$ cat config.mk
export PLATFORM = sky130hd
export DESIGN_NAME = irq_aggr_ctrl
export DESIGN_NICKNAME = d
export VERILOG_FILES = /design/src/rtl/irq_aggr_ctrl.sv
export SDC_FILE = /design/constraint.sdc
export NUM_CORES = 1
export LEC_CHECK = 0
export CORE_ASPECT_RATIO = 0.5
export CORE_MARGIN = 3
export CORE_UTILIZATION = 38
export DETAILED_ROUTE_END_ITERATION = 6
export PLACE_DENSITY = 0.57
export SETUP_SLACK_MARGIN = 0.3
export SKIP_CTS_REPAIR_TIMING = 1
export SYNTH_ARGS = -nofsm -noshare
export SYNTH_HDL_FRONTEND = slang
export SYNTH_SLANG_ARGS = --single-unit
export TNS_END_PERCENT = 100
$ cat constraint.sdc
create_clock -name clk_i -period 2.2 [get_ports clk_i]
set_input_delay 0.22 -clock clk_i [delete_from_list [all_inputs] [get_ports clk_i]]
set_output_delay 0.22 -clock clk_i [all_outputs]
set_load 0.05 [all_outputs]
$ cat src/rtl/irq_aggr_ctrl.sv
// Interrupt aggregator: synchronises and conditions peripheral IRQ lines, keeps pending state
// and presents a registered, prioritised IRQ vector to the core over a small register window.
module irq_aggr_ctrl #(
   parameter int NUM_SRC     = 32,
   parameter int SYNC_STAGES = 2,
   parameter int ADDR_W      = 5
) (
   input  logic               clk_i,
   input  logic               rst_i,
   input  logic [NUM_SRC-1:0] src_i,
   input  logic               mem_valid_i,
   output logic               mem_ready_o,
   input  logic [ADDR_W-1:0]  mem_addr_i,
   input  logic [31:0]        mem_wdata_i,
   input  logic [3:0]         mem_wstrb_i,
   output logic [31:0]        mem_rdata_o,
   output logic [NUM_SRC-1:0] irq_o,
   output logic               irq_any_o,
   output logic [5:0]         irq_id_o
);

   localparam logic [ADDR_W-1:0] ADDR_ENABLE   = ADDR_W'(8'h00);
   localparam logic [ADDR_W-1:0] ADDR_MODE     = ADDR_W'(8'h04);
   localparam logic [ADDR_W-1:0] ADDR_POLARITY = ADDR_W'(8'h08);
   localparam logic [ADDR_W-1:0] ADDR_PENDING  = ADDR_W'(8'h0C);
   localparam logic [ADDR_W-1:0] ADDR_RAW      = ADDR_W'(8'h10);
   localparam logic [ADDR_W-1:0] ADDR_CLAIM    = ADDR_W'(8'h14);

   // Lowest set index plus one; zero when the vector is empty.
   function automatic logic [5:0] lowest_id(input logic [NUM_SRC-1:0] vec);
      logic [5:0] id;
      id = 6'd0;
      for (int i = NUM_SRC - 1; i >= 0; i--) begin
         if (vec[i]) begin
            id = 6'(i + 1);
         end else begin
            id = id;
         end
      end
      return id;
   endfunction

   function automatic logic [31:0] strb_mask(input logic [3:0] strb);
      return {{8{strb[3]}}, {8{strb[2]}}, {8{strb[1]}}, {8{strb[0]}}};
   endfunction

   logic [NUM_SRC-1:0] sync_s;
   logic [NUM_SRC-1:0] p_s;
   logic [NUM_SRC-1:0] p_q_r;
   logic [NUM_SRC-1:0] enable_r;
   logic [NUM_SRC-1:0] mode_r;
   logic [NUM_SRC-1:0] polarity_r;
   logic [NUM_SRC-1:0] edge_pend_r;
   logic [NUM_SRC-1:0] enable_nxt_s;
   logic [NUM_SRC-1:0] mode_nxt_s;
   logic [NUM_SRC-1:0] polarity_nxt_s;
   logic [NUM_SRC-1:0] w1c_s;
   logic [NUM_SRC-1:0] claim_clr_s;
   logic [NUM_SRC-1:0] set_s;
   logic [NUM_SRC-1:0] clr_s;
   logic [NUM_SRC-1:0] edge_pend_nxt_s;
   logic [NUM_SRC-1:0] pending_s;
   logic [NUM_SRC-1:0] active_s;
   logic [NUM_SRC-1:0] wmask_n_s;
   logic [NUM_SRC-1:0] wdata_n_s;
   logic [NUM_SRC-1:0] irq_r;
   logic               irq_any_r;
   logic [5:0]         irq_id_r;
   logic               mem_ready_r;
   logic [31:0]        mem_rdata_r;
   logic [31:0]        rdata_nxt_s;
   logic [31:0]        wmask_s;
   logic [ADDR_W-1:0]  word_addr_s;
   logic               accept_s;
   logic               wr_s;
   logic               rd_s;
   logic               claim_hit_s;
   logic               unused_s;

   generate
      if (SYNC_STAGES == 0) begin : g_no_sync
         assign sync_s = src_i;
      end else begin : g_sync
         logic [NUM_SRC-1:0] sync_r [SYNC_STAGES];

         // Metastability chain bringing asynchronous sources into clk_i.
         always_ff @(posedge clk_i) begin
            if (rst_i) begin
               for (int k = 0; k < SYNC_STAGES; k++) begin
                  sync_r[k] <= {NUM_SRC{1'b0}};
               end
            end else begin
               sync_r[0] <= src_i;
               for (int k = 1; k < SYNC_STAGES; k++) begin
                  sync_r[k] <= sync_r[k-1];
               end
            end
         end

         assign sync_s = sync_r[SYNC_STAGES-1];
      end
   endgenerate

   assign p_s = sync_s ^ polarity_r;

   // A new request is only taken while no response is being issued, so ready never repeats.
   assign accept_s    = mem_valid_i & ~mem_ready_r;
   assign wr_s        = accept_s & (mem_wstrb_i != 4'h0);
   assign rd_s        = accept_s & (mem_wstrb_i == 4'h0);
   assign word_addr_s = {mem_addr_i[ADDR_W-1:2], 2'b00};
   assign wmask_s     = strb_mask(mem_wstrb_i);
   assign wmask_n_s   = wmask_s[NUM_SRC-1:0];
   assign wdata_n_s   = mem_wdata_i[NUM_SRC-1:0];
   assign claim_hit_s = rd_s & (word_addr_s == ADDR_CLAIM) & (irq_id_r != 6'd0);
   assign unused_s    = ^{mem_addr_i[1:0], mem_wdata_i, wmask_s};

   // Byte-masked register writes and write-1-to-clear decode.
   always_comb begin
      enable_nxt_s   = enable_r;
      mode_nxt_s     = mode_r;
      polarity_nxt_s = polarity_r;
      w1c_s          = {NUM_SRC{1'b0}};
      if (wr_s) begin
         case (word_addr_s)
            ADDR_ENABLE:   enable_nxt_s   = (enable_r & ~wmask_n_s) | (wdata_n_s & wmask_n_s);
            ADDR_MODE:     mode_nxt_s     = (mode_r & ~wmask_n_s) | (wdata_n_s & wmask_n_s);
            ADDR_POLARITY: polarity_nxt_s = (polarity_r & ~wmask_n_s) | (wdata_n_s & wmask_n_s);
            ADDR_PENDING:  w1c_s          = wdata_n_s & wmask_n_s;
            default:       w1c_s          = {NUM_SRC{1'b0}};
         endcase
      end else begin
         w1c_s = {NUM_SRC{1'b0}};
      end
   end

   // Claim clears the source the core currently sees as highest priority.
   always_comb begin
      claim_clr_s = {NUM_SRC{1'b0}};
      for (int i = 0; i < NUM_SRC; i++) begin
         claim_clr_s[i] = claim_hit_s & (irq_id_r == 6'(i + 1));
      end
   end

   // Edge pending: set beats clear; level-mode bits hold nothing, so leaving edge mode discards the latch.
   always_comb begin
      set_s           = p_s & ~p_q_r & mode_r;
      clr_s           = w1c_s | claim_clr_s;
      edge_pend_nxt_s = (set_s | (edge_pend_r & ~clr_s)) & mode_r;
      pending_s       = (mode_r & edge_pend_r) | (~mode_r & p_s);
      active_s        = pending_s & enable_r;
   end

   // Read data multiplexer for the accepted request.
   always_comb begin
      rdata_nxt_s = 32'h0000_0000;
      if (rd_s) begin
         case (word_addr_s)
            ADDR_ENABLE:   rdata_nxt_s = 32'(enable_r);
            ADDR_MODE:     rdata_nxt_s = 32'(mode_r);
            ADDR_POLARITY: rdata_nxt_s = 32'(polarity_r);
            ADDR_PENDING:  rdata_nxt_s = 32'(pending_s);
            ADDR_RAW:      rdata_nxt_s = 32'(p_s);
            ADDR_CLAIM:    rdata_nxt_s = 32'(irq_id_r);
            default:       rdata_nxt_s = 32'h0000_0000;
         endcase
      end else begin
         rdata_nxt_s = 32'h0000_0000;
      end
   end

   // Configuration registers.
   always_ff @(posedge clk_i) begin
      if (rst_i) begin
         enable_r   <= {NUM_SRC{1'b0}};
         mode_r     <= {NUM_SRC{1'b0}};
         polarity_r <= {NUM_SRC{1'b0}};
      end else begin
         enable_r   <= enable_nxt_s;
         mode_r     <= mode_nxt_s;
         polarity_r <= polarity_nxt_s;
      end
   end

   // Edge detector history and sticky pending state.
   always_ff @(posedge clk_i) begin
      if (rst_i) begin
         p_q_r       <= {NUM_SRC{1'b0}};
         edge_pend_r <= {NUM_SRC{1'b0}};
      end else begin
         p_q_r       <= p_s;
         edge_pend_r <= edge_pend_nxt_s;
      end
   end

   // Registered IRQ outputs towards the core.
   always_ff @(posedge clk_i) begin
      if (rst_i) begin
         irq_r     <= {NUM_SRC{1'b0}};
         irq_any_r <= 1'b0;
         irq_id_r  <= 6'd0;
      end else begin
         irq_r     <= active_s;
         irq_any_r <= |active_s;
         irq_id_r  <= lowest_id(active_s);
      end
   end

   // Single-cycle bus response.
   always_ff @(posedge clk_i) begin
      if (rst_i) begin
         mem_ready_r <= 1'b0;
         mem_rdata_r <= 32'h0000_0000;
      end else begin
         mem_ready_r <= accept_s;
         mem_rdata_r <= rdata_nxt_s;
      end
   end

   assign mem_ready_o = mem_ready_r;
   assign mem_rdata_o = mem_rdata_r;
   assign irq_o       = irq_r;
   assign irq_any_o   = irq_any_r;
   assign irq_id_o    = irq_id_r;

endmodule

==> results.json <==
{
  "synth_top_area_share_pct": 49.8,
  "fin_worst_skew_ns": 0.0137,
  "critPathMaxFanout": 5,
  "area_growth_pct": 35.3,
  "globalplace.congestion": 0.839,
  "first_pass_iters": 6,
  "peakVddDrop_mv": 0.481,
  "synth.most_common_cell": "dfxtp_1",
  "ant_nets": 0,
  "overflow": 0,
  "synth-edff-count": 0,
  "first_iter_violations": 896,
  "ys_seq_area_share_pct": 49.8,
  "post-place-cells": 1907,
  "crit_type": "reg -> reg",
  "grt_pass1_vias": 10200,
  "n_antenna_cell": 0,
  "drc": 0,
  "p_sw_share_pct": 22.9,
  "dp_hpwl_um": 25600,
  "grt_start_max_net_pins": 92,
  "relSlewSlack_pct": 58.4,
  "synth_area_leaders": "dfxtp_1 (50%), nor2_1 (6.0%), mux2i_1 (5.4%)",
  "via_per_inst": 5.33,
  "setup_violations": 0,
  "wirelength_um": 37100,
  "cts.sinks": 296,
  "cts_max_level": 1,
  "initial_core_util_pct": 38.9,
  "hold_viol_final": 0,
  "holdWs_ns": 0.0951,
  "syn_nets": 1383,
  "combPwrFrac_pct": 6.8,
  "die_h_um": 131,
  "antenna_found_initial": 0,
  "yosysTopAreaCell": "dfxtp_1",
  "p_per_area_mw_per_mm2": 700,
  "fmax_mhz": 511,
  "status": "finished, final reports clean",
  "cts_tree": "done",
  "die-area_mm2": 0.0336,
  "syn_avg_cell_area_um2": 9.11,
  "hold_path_class": "in -> reg",
  "synthDistinctLibCells": 55,
  "period_share_pct": 89.0,
  "rsz0062_at_grt": "yes",
  "min_period_ns": 1.96,
  "core.rowCount": 45,
  "power_switching_w": 0.00258,
  "startpoint_type": "register",
  "arrival_ns": 2.37,
  "p_seq_share_pct": 49.0,
  "fin_cells": 1982,
  "synthTopCellsByCount": "dfxtp_1 (296), nor2_1 (191), nand2_1 (116), nor2b_1 (79), mux2i_1 (64)",
  "vias": 10600,
  "grt.total_usage_pct": 21.0,
  "ys_warn_count": 0,
  "synth_flop_cell": "dfxtp_1",
  "holdPathStages": 2,
  "clkLatencyLatePin_ns": 0.55,
  "wl_per_cell_um": 18.7,
  "io_buffers": 145,
  "dieWidth_um": 256,
  "tightest_slew_ns": 0.619,
  "drive_above_1_share_pct": 15.0,
  "intPower_w": 0.00869,
  "pin_count": 148,
  "cts_made_buffers": 27,
  "clk_pin_slew_ns": 0.07,
  "clock_power_share_pct": 44.2,
  "cts_root_buf": "clkbuf_16",
  "core_area_mm2": 0.0306,
  "synth-async-reset-ratio_pct": 0,
  "max-cap-violations": 0,
  "synth-seq-cells": 296,
  "slew_viol_final": 0,
  "grt_pass1_wl_um": 56500,
  "syn_inst": 1307,
  "clockBufferDepth": 3,
  "reg2reg_depth": 8,
  "required_ns": 2.61,
  "syn-cell-area_mm2": 0.0119,
  "final_nets": 1615,
  "power_leakage_nw": 6.93,
  "cp-end-kind": "register"
}
==> final cells by class <==
| type | instances | area [µm²] |
|---|---|---|
| multi-input cells | 934 | 5890 |
| clock inverters | 13 | 145 |
| flip-flops and latches | 296 | 5960 |
| repair buffers | 266 | 2720 |
| clock buffers | 36 | 800 |
| fillers | 2767 | 14500 |
| inverters | 14 | 52.6 |
| well taps | 423 | 529 |
==> worst max-delay path, cell delays in order, from the launching register on <==
cell and delay, ns:
dfxtp_4 0.36, xor2_1 0.17, o211ai_1 0.41, buf_4 0.21
nand2_2 0.07, nor3_2 0.19, buf_4 0.17, and2_4 0.16
a31oi_4 0.08
==> stage by stage <==
| stage | util, % | power [W] | TNS, ns | instance area, µm² | setup slack (ns) |
|---|---|---|---|---|---|
| 2_1_floorplan | - | 0.00600 | 0 | 11900 | 0.305 |
| 3_3_place_gp | 47.6 | 0.00637 | -0.480 | 14600 | -0.0782 |
| 3_5_place_dp | 47.6 | 0.00638 | -1.96 | 14600 | -0.154 |
| 4_1_cts | 50.7 | 0.0114 | -0.0755 | 15500 | -0.0511 |
| 5_1_grt | 52.7 | 0.0117 | 0 | 16100 | 0.150 |
| 6_report | 52.7 | 0.0113 | 0 | 16100 | 0.242 |
==> per-layer routing <==
layer	wire length, µm	GRT usage, %	vias up	part of all wire, %
met3	2340	3.43	80	6.3
met2	17200	34.5	364	46
met4	1010	5.85	0	2.7
li1	-	-	5034	-
met5	0	0	-	0
met1	16600	28.6	5088	45
==> cell usage in the layout, fill, tap and decap left out, drive strengths merged, types with 6 or more instances in the layout <==
master         Yosys  final
clkbuf            55     37
inv               14     14
clkinv             0      8
buf                8    121
o22a               6      6
nand2b            46     46
nor3b             27     27
a22oi             50     50
nor2b             79     79
dfxtp            296    296
clkdlybuf4s50      0     76
a32oi              6      6
nand2            116    116
nor3              21     21
a31oi             60     60
dlymetal6s2s       0     68
a21oi             35     35
nand3              7      7
a211o              6      6
nand4              6      6
o211ai            50     50
xnor2             32     32
a32o               6      6
mux2i             64     64
o21ai             52     52
nor2             199    199
xor2              26     26
==> cell families (layout without fill, tap and decap cells) <==
family          Yosys count  after routing  synth area share, %
simple gates            522            522                 21.7
xor+xnor                 58             58                 4.27
buf+inv                  77            329                 2.48
flops                   296            296                 49.8
compound gates          289            289                 16.3
mux                      65             65                 5.48
==> power groups by stage <==
stage | Sequential (W) | Clock, W | Combinational, W
3_5_place_dp | 0.00564 | 0 | 0.000741
3_3_place_gp | 0.00564 | 0 | 0.000730
5_1_grt | 0.00552 | 0.00532 | 0.000825
6_report | 0.00552 | 0.00498 | 0.000767
2_1_floorplan | 0.00564 | 0 | 0.000365
4_1_cts | 0.00552 | 0.00510 | 0.000744
==> worst paths after layout <==
check / from / to / slack (ns)
min: rst_i / p_q_r[5] / 0.1
max reg2reg: register / irq_any_o / 0.24
max: register / irq_any_o / 0.24
min reg2reg: g_sync.sync_r[0][16] / g_sync.sync_r[0][48] / 0.42
Note: power is estimated with default switching activity, not from simulation.
